--- src/rtl/shape_draw_sequencer.sv ---
// shape_draw_sequencer: queues shape draw requests and hands them one at a
// time to the pixel drawer. It loads start_x/start_y/start_colour, pulses
// starting_address_loaded, and then follows the drawer's shape_done level.
// Optional build macro: ERASE_PASS_EN. When it is defined, each request first
// draws an erase shape at the previous position in ERASE_COLOUR.
module shape_draw_sequencer #(
   parameter int X_WIDTH      = 8,
   parameter int Y_WIDTH      = 7,
   parameter int COLOUR_WIDTH = 3,
   parameter int DEPTH        = 4
`ifdef ERASE_PASS_EN
   , parameter logic [COLOUR_WIDTH-1:0] ERASE_COLOUR = '0
`endif
) (
   input  logic                    clock,
   input  logic                    resetn,
   input  logic                    req_valid,
   output logic                    req_ready,
   input  logic [X_WIDTH-1:0]      req_x,
   input  logic [Y_WIDTH-1:0]      req_y,
   input  logic [COLOUR_WIDTH-1:0] req_colour,
   input  logic                    shape_done,
   output logic                    starting_address_loaded,
   output logic [X_WIDTH-1:0]      start_x,
   output logic [Y_WIDTH-1:0]      start_y,
   output logic [COLOUR_WIDTH-1:0] start_colour,
   output logic                    busy,
   output logic [15:0]             shapes_drawn
);

   localparam int PTR_W = $clog2(DEPTH);
   localparam int ENT_W = X_WIDTH + Y_WIDTH + COLOUR_WIDTH;

   typedef enum logic [2:0] {
      IDLE,
      ISSUE,
      WAIT_ACK,
      WAIT_DONE
`ifdef ERASE_PASS_EN
      , ISSUE_ERASE
`endif
   } state_t;

   state_t state, next;

   logic [ENT_W-1:0]   mem [DEPTH];
   logic [PTR_W-1:0]   wr_ptr, rd_ptr;
   logic [PTR_W:0]     count;
   logic               empty, full, push, pop, done_exit;
   logic [ENT_W-1:0]   head;

   assign empty     = (count == '0);
   assign full      = (count == (PTR_W+1)'(DEPTH));
   assign req_ready = !full;
   assign push      = req_valid && req_ready;
   assign head      = mem[rd_ptr];
   assign done_exit = (state == WAIT_DONE) && shape_done;
   assign busy      = (state != IDLE);
`ifdef ERASE_PASS_EN
   assign starting_address_loaded = (state == ISSUE) || (state == ISSUE_ERASE);
`else
   assign starting_address_loaded = (state == ISSUE);
`endif

   // FIFO storage; contents are don't-care while the slot is empty
   always_ff @(posedge clock) begin
      if (push) mem[wr_ptr] <= {req_x, req_y, req_colour};
   end

   // FIFO pointers and occupancy; push and pop together leave count unchanged
   always_ff @(posedge clock or negedge resetn) begin
      if (!resetn) begin
         wr_ptr <= '0;
         rd_ptr <= '0;
         count  <= '0;
      end else begin
         if (push) wr_ptr <= wr_ptr + 1'b1;
         if (pop)  rd_ptr <= rd_ptr + 1'b1;
         case ({push, pop})
            2'b10:   count <= count + 1'b1;
            2'b01:   count <= count - 1'b1;
            default: count <= count;
         endcase
      end
   end

   // State register
   always_ff @(posedge clock or negedge resetn) begin
      if (!resetn) state <= IDLE;
      else         state <= next;
   end

`ifdef ERASE_PASS_EN
   logic [X_WIDTH-1:0] prev_x;
   logic [Y_WIDTH-1:0] prev_y;
   logic               have_prev, erase_phase;
   logic [ENT_W-1:0]   pend;
`endif

   // Next-state and pop decision; a pop only happens when the drawer is idle
   always_comb begin
      next = state;
      pop  = 1'b0;
      case (state)
         IDLE: begin
            if (!empty && shape_done) begin
               pop  = 1'b1;
               next = ISSUE;
`ifdef ERASE_PASS_EN
               if (have_prev) next = ISSUE_ERASE;
`endif
            end
         end
         ISSUE:     next = WAIT_ACK;
`ifdef ERASE_PASS_EN
         ISSUE_ERASE: next = WAIT_ACK;
`endif
         WAIT_ACK:  if (!shape_done) next = WAIT_DONE;
         WAIT_DONE: begin
            if (shape_done) begin
               next = IDLE;
`ifdef ERASE_PASS_EN
               if (erase_phase) next = ISSUE;
`endif
            end
         end
         default:   next = IDLE;
      endcase
   end

   // Shape start registers; they hold steady for the whole shape
   always_ff @(posedge clock or negedge resetn) begin
      if (!resetn) begin
         start_x      <= '0;
         start_y      <= '0;
         start_colour <= '0;
`ifdef ERASE_PASS_EN
         prev_x       <= '0;
         prev_y       <= '0;
         have_prev    <= 1'b0;
         erase_phase  <= 1'b0;
         pend         <= '0;
`endif
      end else begin
`ifdef ERASE_PASS_EN
         if (pop && have_prev) begin
            // erase the last drawn shape first, park the new request
            start_x      <= prev_x;
            start_y      <= prev_y;
            start_colour <= ERASE_COLOUR;
            pend         <= head;
            erase_phase  <= 1'b1;
         end else if (pop) begin
            {start_x, start_y, start_colour} <= head;
            {prev_x, prev_y}                 <= head[ENT_W-1:COLOUR_WIDTH];
            have_prev                        <= 1'b1;
         end else if (done_exit && erase_phase) begin
            {start_x, start_y, start_colour} <= pend;
            {prev_x, prev_y}                 <= pend[ENT_W-1:COLOUR_WIDTH];
            erase_phase                      <= 1'b0;
         end
`else
         if (pop) {start_x, start_y, start_colour} <= head;
`endif
      end
   end

   // Completed-shape counter, wraps naturally at 16 bits
   always_ff @(posedge clock or negedge resetn) begin
      if (!resetn)        shapes_drawn <= '0;
      else if (done_exit) shapes_drawn <= shapes_drawn + 1'b1;
   end

endmodule

--- config.mk ---
export PLATFORM = sky130hd
export DESIGN_NAME = shape_draw_sequencer
export DESIGN_NICKNAME = d
export VERILOG_FILES = /design/src/rtl/shape_draw_sequencer.sv
export SDC_FILE = /design/constraint.sdc
export NUM_CORES = 1
export LEC_CHECK = 0
export CAP_MARGIN = 20
export CORE_MARGIN = 5
export CORE_UTILIZATION = 45
export DETAILED_ROUTE_END_ITERATION = 12
export GPL_ROUTABILITY_DRIVEN = 0
export PLACE_DENSITY = 0.75
export SLEW_MARGIN = 20
export SYNTH_ARGS = -nofsm -noshare
export SYNTH_HDL_FRONTEND = slang
export SYNTH_SLANG_ARGS = --single-unit
--- constraint.sdc ---
create_clock -name clock -period 6.1 [get_ports clock]
set_input_delay 1.525 -clock clock [delete_from_list [all_inputs] [get_ports clock]]
set_output_delay 1.525 -clock clock [all_outputs]
set_load 0.02 [all_outputs]
==> impl_metrics.env, run 1 <==
export IMPL_vias_per_cell=5.11
export IMPL_synth_seq_cells=115
export IMPL_cts_resized=0
export IMPL_crit_required_ns=4.58
export IMPL_cts_hold_buf=0
export IMPL_track_usage_pct=14.4
export IMPL_cts_buffer_depth=2
export IMPL_hp_class="reg2reg"
export IMPL_synthArstFlopShare_pct=37.4
export IMPL_worst_r2r_cell_count=9
export IMPL_hold_viol=0
export IMPL_syn_inst=246
export IMPL_utilization_pct=58.0
export IMPL_via_count=2386
export IMPL_critPathCaptureType="output pin"
export IMPL_worstSetupPathType="reg2out"
export IMPL_status="finished, final reports clean"
export IMPL_irDropWorstVdd_uv=320
export IMPL_fin_ws_ns=2.65
export IMPL_fillers=791
export IMPL_whs_ns=0.474
export IMPL_ys_flop_type="edfxtp_1"
export IMPL_post_cts_setup_buffers=0
export IMPL_r2r_setup_slack_ns=3.57
export IMPL_yosysMostFrequentCell="edfxtp_1"
export IMPL_min_to="shapes_drawn[15]$_DFFE_PN0P_"
export IMPL_cts_sinks=115
export IMPL_synthesis_area_um2=4620
export IMPL_clkTransAtPathRegs_ns=0.06
export IMPL_die_y_um=111
export IMPL_worst_r2r_startpoint="state[0]$_DFFE_PN0P_"
export IMPL_finalSetupViolations=0
export IMPL_tritoncts="done"
export IMPL_dr_pass1_iters=4
export IMPL_clock_latency_ns=0.51
export IMPL_first_global_vias=2599
export IMPL_portBuffers=58
export IMPL_cts_buffers=17
export IMPL_slew_viol_final=0
export IMPL_avgSynthCellArea_um2=18.8
export IMPL_rows=37
export IMPL_max_cap_viol_count=0
export IMPL_grt_pass1_wl_um=13600
export IMPL_holdPathStages=1
export IMPL_crit_arrival_ns=1.92
export IMPL_r2r_end="count[2]$_DFFE_PN0P_"
export IMPL_post_synth_num_cell_types=30
export IMPL_grt_max_degree=44
export IMPL_synth_nets=279
export IMPL_core_um2=10200
export IMPL_power_density_nw_per_um2=516
export IMPL_ys_top_cells_by_area="edfxtp_1, dfrtp_1, mux4_2"
export IMPL_critPathMaxFanout=5
export IMPL_clock_skew_ns=0.00744
export IMPL_clock_fmax_mhz=290
export IMPL_drtIter0Drc=97
export IMPL_start_util_pct=45.4
export IMPL_synth_commonest_cells="edfxtp_1, dfrtp_1, mux4_2"
export IMPL_pre_cts_ws_ns=2.22
export IMPL_layout_min_cycle_time_ns=3.45
export IMPL_yosysTopAreaCellShare_pct=46.8
export IMPL_wl_per_cell_um=17.7
export IMPL_htreeDepth=4
export IMPL_dieArea_um2=12400
export IMPL_startpoint_type="register"
export IMPL_dpl_hpwl_um=5310
export IMPL_antenna_cells=0
export IMPL_routed_wl_um=8250
export IMPL_tightest_slew_ns=1.03
export IMPL_antenna_found_initial=0
export IMPL_rsz0062_at_grt="no"
export IMPL_slew_headroom_pct=31.6
export IMPL_nets=351
export IMPL_min_from="shapes_drawn[15]$_DFFE_PN0P_"
export IMPL_ys_warnings_count=0
export IMPL_yosysTopAreaCell="edfxtp_1"
export IMPL_remaining_drc_errors=0
export IMPL_synth_edf_count=72
export IMPL_detail_route_antenna_nets=0
export IMPL_fp_dieW_um=111
export IMPL_synth_seq_area_share_pct=70.1
export IMPL_p_leak_nw=2.25
export IMPL_tns_ns=0
export IMPL_clockRootBuffer="clkbuf_8"
export IMPL_post_route_period_util_pct=56.5
export IMPL_drive_above_1_share_pct=22.4
export IMPL_ios=59
export IMPL_area_growth_pct=28.0
export IMPL_overflow=0
stage by stage:
step | area (um2) | total power [mW] | std cells
2_1_floorplan | 4620 | 1.78 | 246
3_3_place_gp | 5310 | 2.07 | 435
3_5_place_dp | 5310 | 2.11 | 435
4_1_cts | 5910 | 3.09 | 467
5_1_grt | 5910 | 3.20 | 467
6_report | 5910 | 3.05 | 467
registers in the layout (all words and copies together), names as in the netlist:
name          flops
mem              72
shapes_drawn     16
start_x           8
start_y           7
count             3
start_colour      3
rd_ptr            2
state             2
wr_ptr            2
area by class of cell:
cell class	instances	area [um2]	area share (%)
Clock buffer	17	414	7.01
Clock inverter	15	181	3.07
Inverter	9	33.8	0.572
Multi-Input combinational cell	116	1290	21.8
Sequential cell	115	3240	54.8
Tap cell	136	170	2.88
Timing Repair Buffer	59	586	9.91
critical path, stage by stage (launching register included):
cell,delay [ns]
dfrtp_1,0.37
inv_1,0.10
ha_1,0.28
inv_1,0.07
clkdlybuf4s50_1,0.59
logic make-up (layout without fill, tap and decap cells):
group	count (synthesis)	in the layout	synth area share, %
AND/OR/NAND/NOR	39	39	4.60
AO/OA/AOI/OAI	6	6	0.867
XOR/XNOR	21	21	3.98
adder cells (fa/ha/maj)	11	11	3.14
buffers and inverters	15	100	2.03
flip-flops	115	115	70.1
multiplexers	39	39	15.3
worst max path at each step:
stage | cells after the start | slack (ns) | endpoint | start
after floorplan | 8 | 3.19 | count[2]$_DFFE_PN0P_ | shape_done
after global placement | 8 | 2.33 | count[2]$_DFFE_PN0P_ | shape_done
after detailed placement | 8 | 2.22 | count[2]$_DFFE_PN0P_ | shape_done
after CTS | 4 | 2.62 | busy | state[0]$_DFFE_PN0P_
after global routing | 4 | 2.58 | busy | state[0]$_DFFE_PN0P_
final | 4 | 2.65 | busy | state[0]$_DFFE_PN0P_
placed cells by master, fill, tap and decap left out, types with 5 or more instances in the layout:
| cell type | n |
|---|---|
| dfrtp_1 | 43 |
| inv_1 | 9 |
| nand2_1 | 9 |
| clkdlybuf4s50_1 | 57 |
| xor2_1 | 8 |
| and3_1 | 6 |
| edfxtp_1 | 72 |
| clkbuf_16 | 16 |
| xnor2_1 | 13 |
| mux4_2 | 18 |
| nor2_1 | 5 |
| ha_1 | 10 |
| mux2_4 | 17 |
| nand3_1 | 7 |
power by group:
| part | internal (mW) | total (mW) | switching (mW) |
|---|---|---|---|
| Clock | 0.623 | 0.969 | 0.346 |
| Sequential | 1.05 | 1.19 | 0.144 |
| Combinational | 0.485 | 0.885 | 0.400 |
| Total | 2.16 | 3.05 | 0.891 |
metal layers:
| metal | part of all wire [%] | wire length, um | vias to the layer above | track usage [%] |
|---|---|---|---|---|
| met2 | 51 | 4240 | 69 | 23.9 |
| met4 | 1.7 | 144 | 0 | 5.84 |
| met1 | 41 | 3410 | 1221 | 17.1 |
| met5 | 0 | 0 | - | 0 |
| met3 | 5.5 | 453 | 14 | 5.13 |
| li1 | - | - | 1082 | - |
No activity file was read; power rests on OpenSTA's default activity.
==> run 2: changes to the inputs <==
- clock period: 6.1 -> 3.3 ns (I/O delays scaled with it)
==> run 2 against run 1 <==
  * Clock-buffer cell count did not move
  * Core utilization rose by 0.16 points
  * Clock skew fell by 0.0016 ns
  * Sequential power rose by 84%
  * Critical path type unchanged
  * Sequential share of layout area fell by 0.15 points
  * Die area did not move
  * Critical path depth did not move
  * Non-clock buffer count rose by 5
  * Combinational power rose by 88%
  * Largest power group unchanged
  * Flip-flop and latch count did not move
  * Clock power rose by 78%
  * Setup slack got worse by 2.1 ns
==> impl_metrics.env, run 2 (synthesized netlist as in run 1, its figures left out) <==
export IMPL_fp_dieW_um=111
export IMPL_critical_path_buf_inv_count=3
export IMPL_cts_hold_buf=0
export IMPL_cpMostUsedCell="inv_1"
export IMPL_track_usage_pct=14.1
export IMPL_vias_per_cell=5.06
export IMPL_worst_r2r_cell_count=9
export IMPL_portBuffers=58
export IMPL_clkPwrFrac_pct=30.9
export IMPL_cts_resized=0
export IMPL_crit_arrival_ns=1.91
export IMPL_ios=59
export IMPL_remaining_drc_errors=0
export IMPL_area_growth_pct=28.3
export IMPL_critPathMaxFanout=5
export IMPL_comb_power_share_pct=29.8
export IMPL_hold_viol=0
export IMPL_grt_max_degree=44
export IMPL_rows=37
export IMPL_hp_class="in2async"
export IMPL_clock_latency_ns=0.50
export IMPL_clock_skew_ns=0.00587
export IMPL_slew_viol_final=0
export IMPL_power_switching_mw=1.65
export IMPL_postPlaceCellArea_um2=5350
export IMPL_p_leak_nw=2.27
export IMPL_startpoint_type="register"
export IMPL_antenna_found_initial=0
export IMPL_detail_route_antenna_nets=0
export IMPL_irDropWorstVdd_uv=503
export IMPL_core_um2=10200
export IMPL_htreeDepth=4
export IMPL_tritoncts="done"
export IMPL_dieArea_um2=12400
export IMPL_final_common_cell="edfxtp_1"
export IMPL_first_global_vias=2597
export IMPL_slowest_delay_ns=0.59
export IMPL_dpl_hpwl_um=5140
export IMPL_cp_slowest_cell="clkdlybuf4s50_1"
export IMPL_start_util_pct=45.4
export IMPL_clockRootBuffer="clkbuf_8"
export IMPL_fin_area_um2=5930
export IMPL_r2r_end="count[2]$_DFFE_PN0P_"
export IMPL_cts_buffer_depth=2
export IMPL_critPathCaptureType="output pin"
export IMPL_grt_pass1_wl_um=13300
export IMPL_drtIter0Drc=105
export IMPL_layout_common_cells="edfxtp_1, clkdlybuf4s50_1, dfrtp_1"
export IMPL_max_cap_viol_count=0
export IMPL_worst_r2r_startpoint="state[0]$_DFFE_PN0P_"
export IMPL_cts_sinks=115
export IMPL_r2r_setup_slack_ns=1.18
export IMPL_clkTransAtPathRegs_ns=0.06
export IMPL_cp_top_family="buffers and inverters"
export IMPL_drive_above_1_share_pct=23.8
export IMPL_dr_pass1_iters=4
export IMPL_tightest_slew_ns=0.888
export IMPL_layout_min_cycle_time_ns=2.74
export IMPL_routed_wl_um=8120
export IMPL_die_y_um=111
export IMPL_worstSetupPathType="reg2out"
export IMPL_rsz0062_at_grt="no"
export IMPL_clock_fmax_mhz=365
export IMPL_path_cells="inv_1 -> ha_1 -> inv_1 -> clkdlybuf4s50_1"
export IMPL_power_density_nw_per_um2=940
export IMPL_crit_required_ns=2.47
export IMPL_post_cts_setup_buffers=0
export IMPL_largest_reg_flops=72
export IMPL_fillers=778
export IMPL_slew_headroom_pct=40.8
export IMPL_wl_per_cell_um=17.2
export IMPL_swShare_pct=29.5
export IMPL_nets=356
export IMPL_post_route_period_util_pct=83.0
export IMPL_pwr_share_seq_pct=39.3
export IMPL_regMostFlops="mem"
export IMPL_antenna_cells=0
export IMPL_reg_top3="mem (72), shapes_drawn (16), start_x (8)"
export IMPL_via_count=2387
export IMPL_tns_ns=0
export IMPL_cts_buffers=17
export IMPL_overflow=0
export IMPL_status="finished, final reports clean"
export IMPL_power_internal_mw=3.93
export IMPL_finalSetupViolations=0
export IMPL_whs_ns=0.320
[run 2: cell types whose count changed in the layout (fill, tap and decap cells not counted)]
cell,delta
clkinv_1,-1
buf_4,+5
clkinv_2,+1
clkinvlp_4,+1
bufinv_16,-1
[run 2: worst max path at each step]
| stage | slack, ns | cells after the start | end | startpoint |
|---|---|---|---|---|
| CTS | 0.53 | 4 | busy | state[0]$_DFFE_PN0P_ |
| global placement | 0.59 | 8 | count[2]$_DFFE_PN0P_ | shape_done |
| detailed placement | 0.53 | 8 | count[2]$_DFFE_PN0P_ | shape_done |
| global route | 0.47 | 4 | busy | state[0]$_DFFE_PN0P_ |
| finish | 0.56 | 4 | busy | state[0]$_DFFE_PN0P_ |
| floorplan | 1.09 | 8 | count[2]$_DFFE_PN0P_ | shape_done |
[run 2: final cells by class]
type,instances,area (um2),area share (%)
Timing Repair Buffer,64,623,10.5
Inverter,9,33.8,0.570
Tap cell,136,170,2.87
Multi-Input combinational cell,116,1290,21.7
Clock buffer,17,414,6.99
Sequential cell,115,3240,54.6
Clock inverter,15,160,2.70
[run 2: power groups by stage]
stage | Sequential (mW) | Clock [mW] | Combinational (mW)
after global placement | 2.20 | 0 | 1.63
after CTS | 2.20 | 1.76 | 1.70
after global routing | 2.24 | 1.83 | 1.80
final | 2.19 | 1.72 | 1.66
after floorplan | 2.26 | 0 | 1.03
after detailed placement | 2.21 | 0 | 1.69
[run 2: metrics by stage]
stage / setup slack [ns] / cells / power [mW] / utilization [%]
2_1_floorplan: 1.09 / 246 / 3.30 / -
5_1_grt: 0.472 / 472 / 5.88 / 58.2
4_1_cts: 0.530 / 472 / 5.66 / 58.2
6_report: 0.561 / 472 / 5.57 / 58.2
3_5_place_dp: 0.534 / 440 / 3.90 / 52.5
3_3_place_gp: 0.595 / 440 / 3.83 / 52.5
[run 2: layer usage]
metal  track usage (%)  routed length, um  vias to the layer above
met3              5.46                440                        8
met4              4.62                 91                        0
li1                  -                  -                     1090
met5                 0                  0                        -
met1              16.8               3370                     1221
met2              23.6               4220                       68
[run 2: worst register-to-register path, delay by kind of cell (launching register included)]
kind / cells / cell delay, ns
buf+inv: 2 / 0.19
flops: 1 / 0.39
simple gates: 2 / 0.35
xor+xnor: 2 / 0.30
fa+ha+maj: 3 / 0.82
==> run 3: changes to the inputs <==
- PLACE_DENSITY: 0.75 -> 0.78
- clock period: 3.3 -> 2.5 ns (I/O delays scaled with it)
==> run 3 against run 2 <==
  * Clock skew up 0.0084 ns
  * Sequential share of layout area fell by 0.48 points
  * Highest routed layer unchanged
  * Critical path type unchanged
  * Die area unchanged
  * Clock-buffer cell count is the same
  * Total power is 34% higher
==> impl_metrics.env, run 3 (synthesized netlist as in run 1, its figures left out) <==
export IMPL_clkPwrFrac_pct=31.7
export IMPL_power_internal_mw=5.30
export IMPL_rsz0062_at_grt="no"
export IMPL_post_route_period_util_pct=93.6
export IMPL_largest_reg_flops=72
export IMPL_htreeDepth=4
export IMPL_worst_r2r_startpoint="state[0]$_DFFE_PN0P_"
export IMPL_clockRootBuffer="clkbuf_8"
export IMPL_fin_total_pwr_mw=7.48
export IMPL_layout_min_cycle_time_ns=2.34
export IMPL_slew_headroom_pct=39.5
export IMPL_post_cts_setup_buffers=0
export IMPL_remaining_drc_errors=0
export IMPL_cts_buffers=17
export IMPL_regMostFlops="mem"
export IMPL_comb_power_share_pct=29.6
export IMPL_status="finished, final reports clean"
export IMPL_portBuffers=58
export IMPL_tns_ns=0
export IMPL_drive_above_1_share_pct=23.9
export IMPL_max_cap_viol_count=0
export IMPL_cts_hold_buf=0
export IMPL_finalSetupViolations=0
export IMPL_antenna_cells=0
export IMPL_clock_latency_ns=0.50
export IMPL_dieArea_um2=12400
export IMPL_area_growth_pct=29.4
export IMPL_nets=359
export IMPL_multi_input_area_um2=1290
export IMPL_first_global_vias=2633
export IMPL_via_count=2441
export IMPL_clkTransAtPathRegs_ns=0.06
export IMPL_fin_cells=475
export IMPL_whs_ns=0.199
export IMPL_overflow=0
export IMPL_dpl_hpwl_um=5150
export IMPL_hold_viol=0
export IMPL_tightest_slew_ns=0.908
export IMPL_core_um2=10200
export IMPL_crit_arrival_ns=1.72
export IMPL_p_leak_nw=2.30
export IMPL_irDropWorstVdd_uv=732
export IMPL_fp_dieW_um=111
export IMPL_postPlaceCellArea_um2=5390
export IMPL_grt_max_degree=44
export IMPL_die_y_um=111
export IMPL_fin_area_um2=5980
export IMPL_vias_per_cell=5.14
export IMPL_crit_start="state[1]$_DFFE_PN0P_"
export IMPL_pwr_share_seq_pct=38.7
export IMPL_critPathCaptureType="output pin"
export IMPL_fillers=768
export IMPL_cts_sinks=115
export IMPL_crit_required_ns=1.88
export IMPL_clock_skew_ns=0.0143
export IMPL_hp_class="in2async"
export IMPL_grt_pass1_wl_um=13900
export IMPL_final_common_cell="edfxtp_1"
export IMPL_antenna_found_initial=0
export IMPL_routed_wl_um=8440
export IMPL_layout_common_cells="edfxtp_1, clkdlybuf4s50_1, dfrtp_1"
export IMPL_rows=37
export IMPL_ios=59
export IMPL_cts_buffer_depth=2
export IMPL_placedCellCount=443
export IMPL_slew_viol_final=0
export IMPL_power_density_nw_per_um2=1250
export IMPL_critPathMaxFanout=4
export IMPL_worstSetupPathType="reg2out"
export IMPL_clock_fmax_mhz=427
export IMPL_power_switching_mw=2.18
export IMPL_startpoint_type="register"
export IMPL_dr_pass1_iters=4
export IMPL_reg_top3="mem (72), shapes_drawn (16), start_x (8)"
export IMPL_detail_route_antenna_nets=0
export IMPL_tritoncts="done"
export IMPL_wl_per_cell_um=17.8
export IMPL_track_usage_pct=14.6
export IMPL_start_util_pct=45.4
export IMPL_final_seq_area_um2=3240
export IMPL_swShare_pct=29.1
export IMPL_drtIter0Drc=125
## run 3: cell count changes in the layout (fill, tap and decap cells not counted), sizes merged
| cell | previous run | this run |
|---|---|---|
| clkinvlp | 5 | 2 |
| dlygate4sd2 | 0 | 1 |
| buf | 7 | 10 |
| dlymetal6s2s | 0 | 1 |
| clkdlybuf4s50 | 57 | 55 |
| inv | 11 | 13 |
| bufinv | 2 | 3 |
## run 3: path summary, 6_finish.rpt
check,cells after the start,endpoint,slack (ns)
worst max-delay path,3,starting_address_loaded,0.16
worst min-delay path,2,shapes_drawn[7]$_DFFE_PN0P_,0.20
worst max register to register,9,count[2]$_DFFE_PN0P_,0.37
worst min register to register,1,shapes_drawn[15]$_DFFE_PN0P_,0.48
max in group asynchronous,2,start_y[1]$_DFFE_PN0P_,1.90
min in group clock,1,shapes_drawn[15]$_DFFE_PN0P_,0.48
## run 3: metrics by stage
| stage | util [%] | setup WS [ns] |
|---|---|---|
| 2_1_floorplan | - | 0.389 |
| 3_5_place_dp | 52.9 | 0.0433 |
| 3_3_place_gp | 52.9 | 0.115 |
| 4_1_cts | 58.7 | 0.0523 |
| 6_report | 58.7 | 0.159 |
| 5_1_grt | 58.7 | 0.0720 |
## run 3: final cells by class
cell class              count  share of cell area, %
inverters                   9                  0.565
repair buffers             67                   11.0
well taps                 136                   2.85
flip-flops and latches    115                   54.2
multi-input cells         116                   21.5
clock buffers              17                   6.93
clock inverters            15                   2.99
## run 3: what timing repair did
item                                    in CTS  in global routing
hold endpoints to repair                     0                  0
pin swaps                                    0                  0
endpoints found under the setup margin       1                  1
resized for setup                            1                  1
cloned                                       0                  0
## run 3: critical path, cell delays in order, from the launching register on
cell	delay [ns]
dfrtp_1	0.40
inv_1	0.09
ha_1	0.14
clkdlybuf4s50_1	0.59
## run 3: power groups by stage
stage | Sequential [mW] | Clock [mW] | Combinational (mW)
floorplan | 2.99 | 0 | 1.36
global placement | 2.91 | 0 | 2.19
CTS | 2.91 | 2.42 | 2.26
finish | 2.90 | 2.37 | 2.21
global route | 2.96 | 2.50 | 2.39
detailed placement | 2.92 | 0 | 2.24
## run 3: metal layers
layer | GRT usage [%] | vias up | wire [um]
met5 | 0 | - | 0
met4 | 4.79 | 0 | 86
met3 | 4.64 | 10 | 524
met2 | 23.7 | 73 | 4160
met1 | 18.7 | 1256 | 3670
li1 | - | 1102 | -
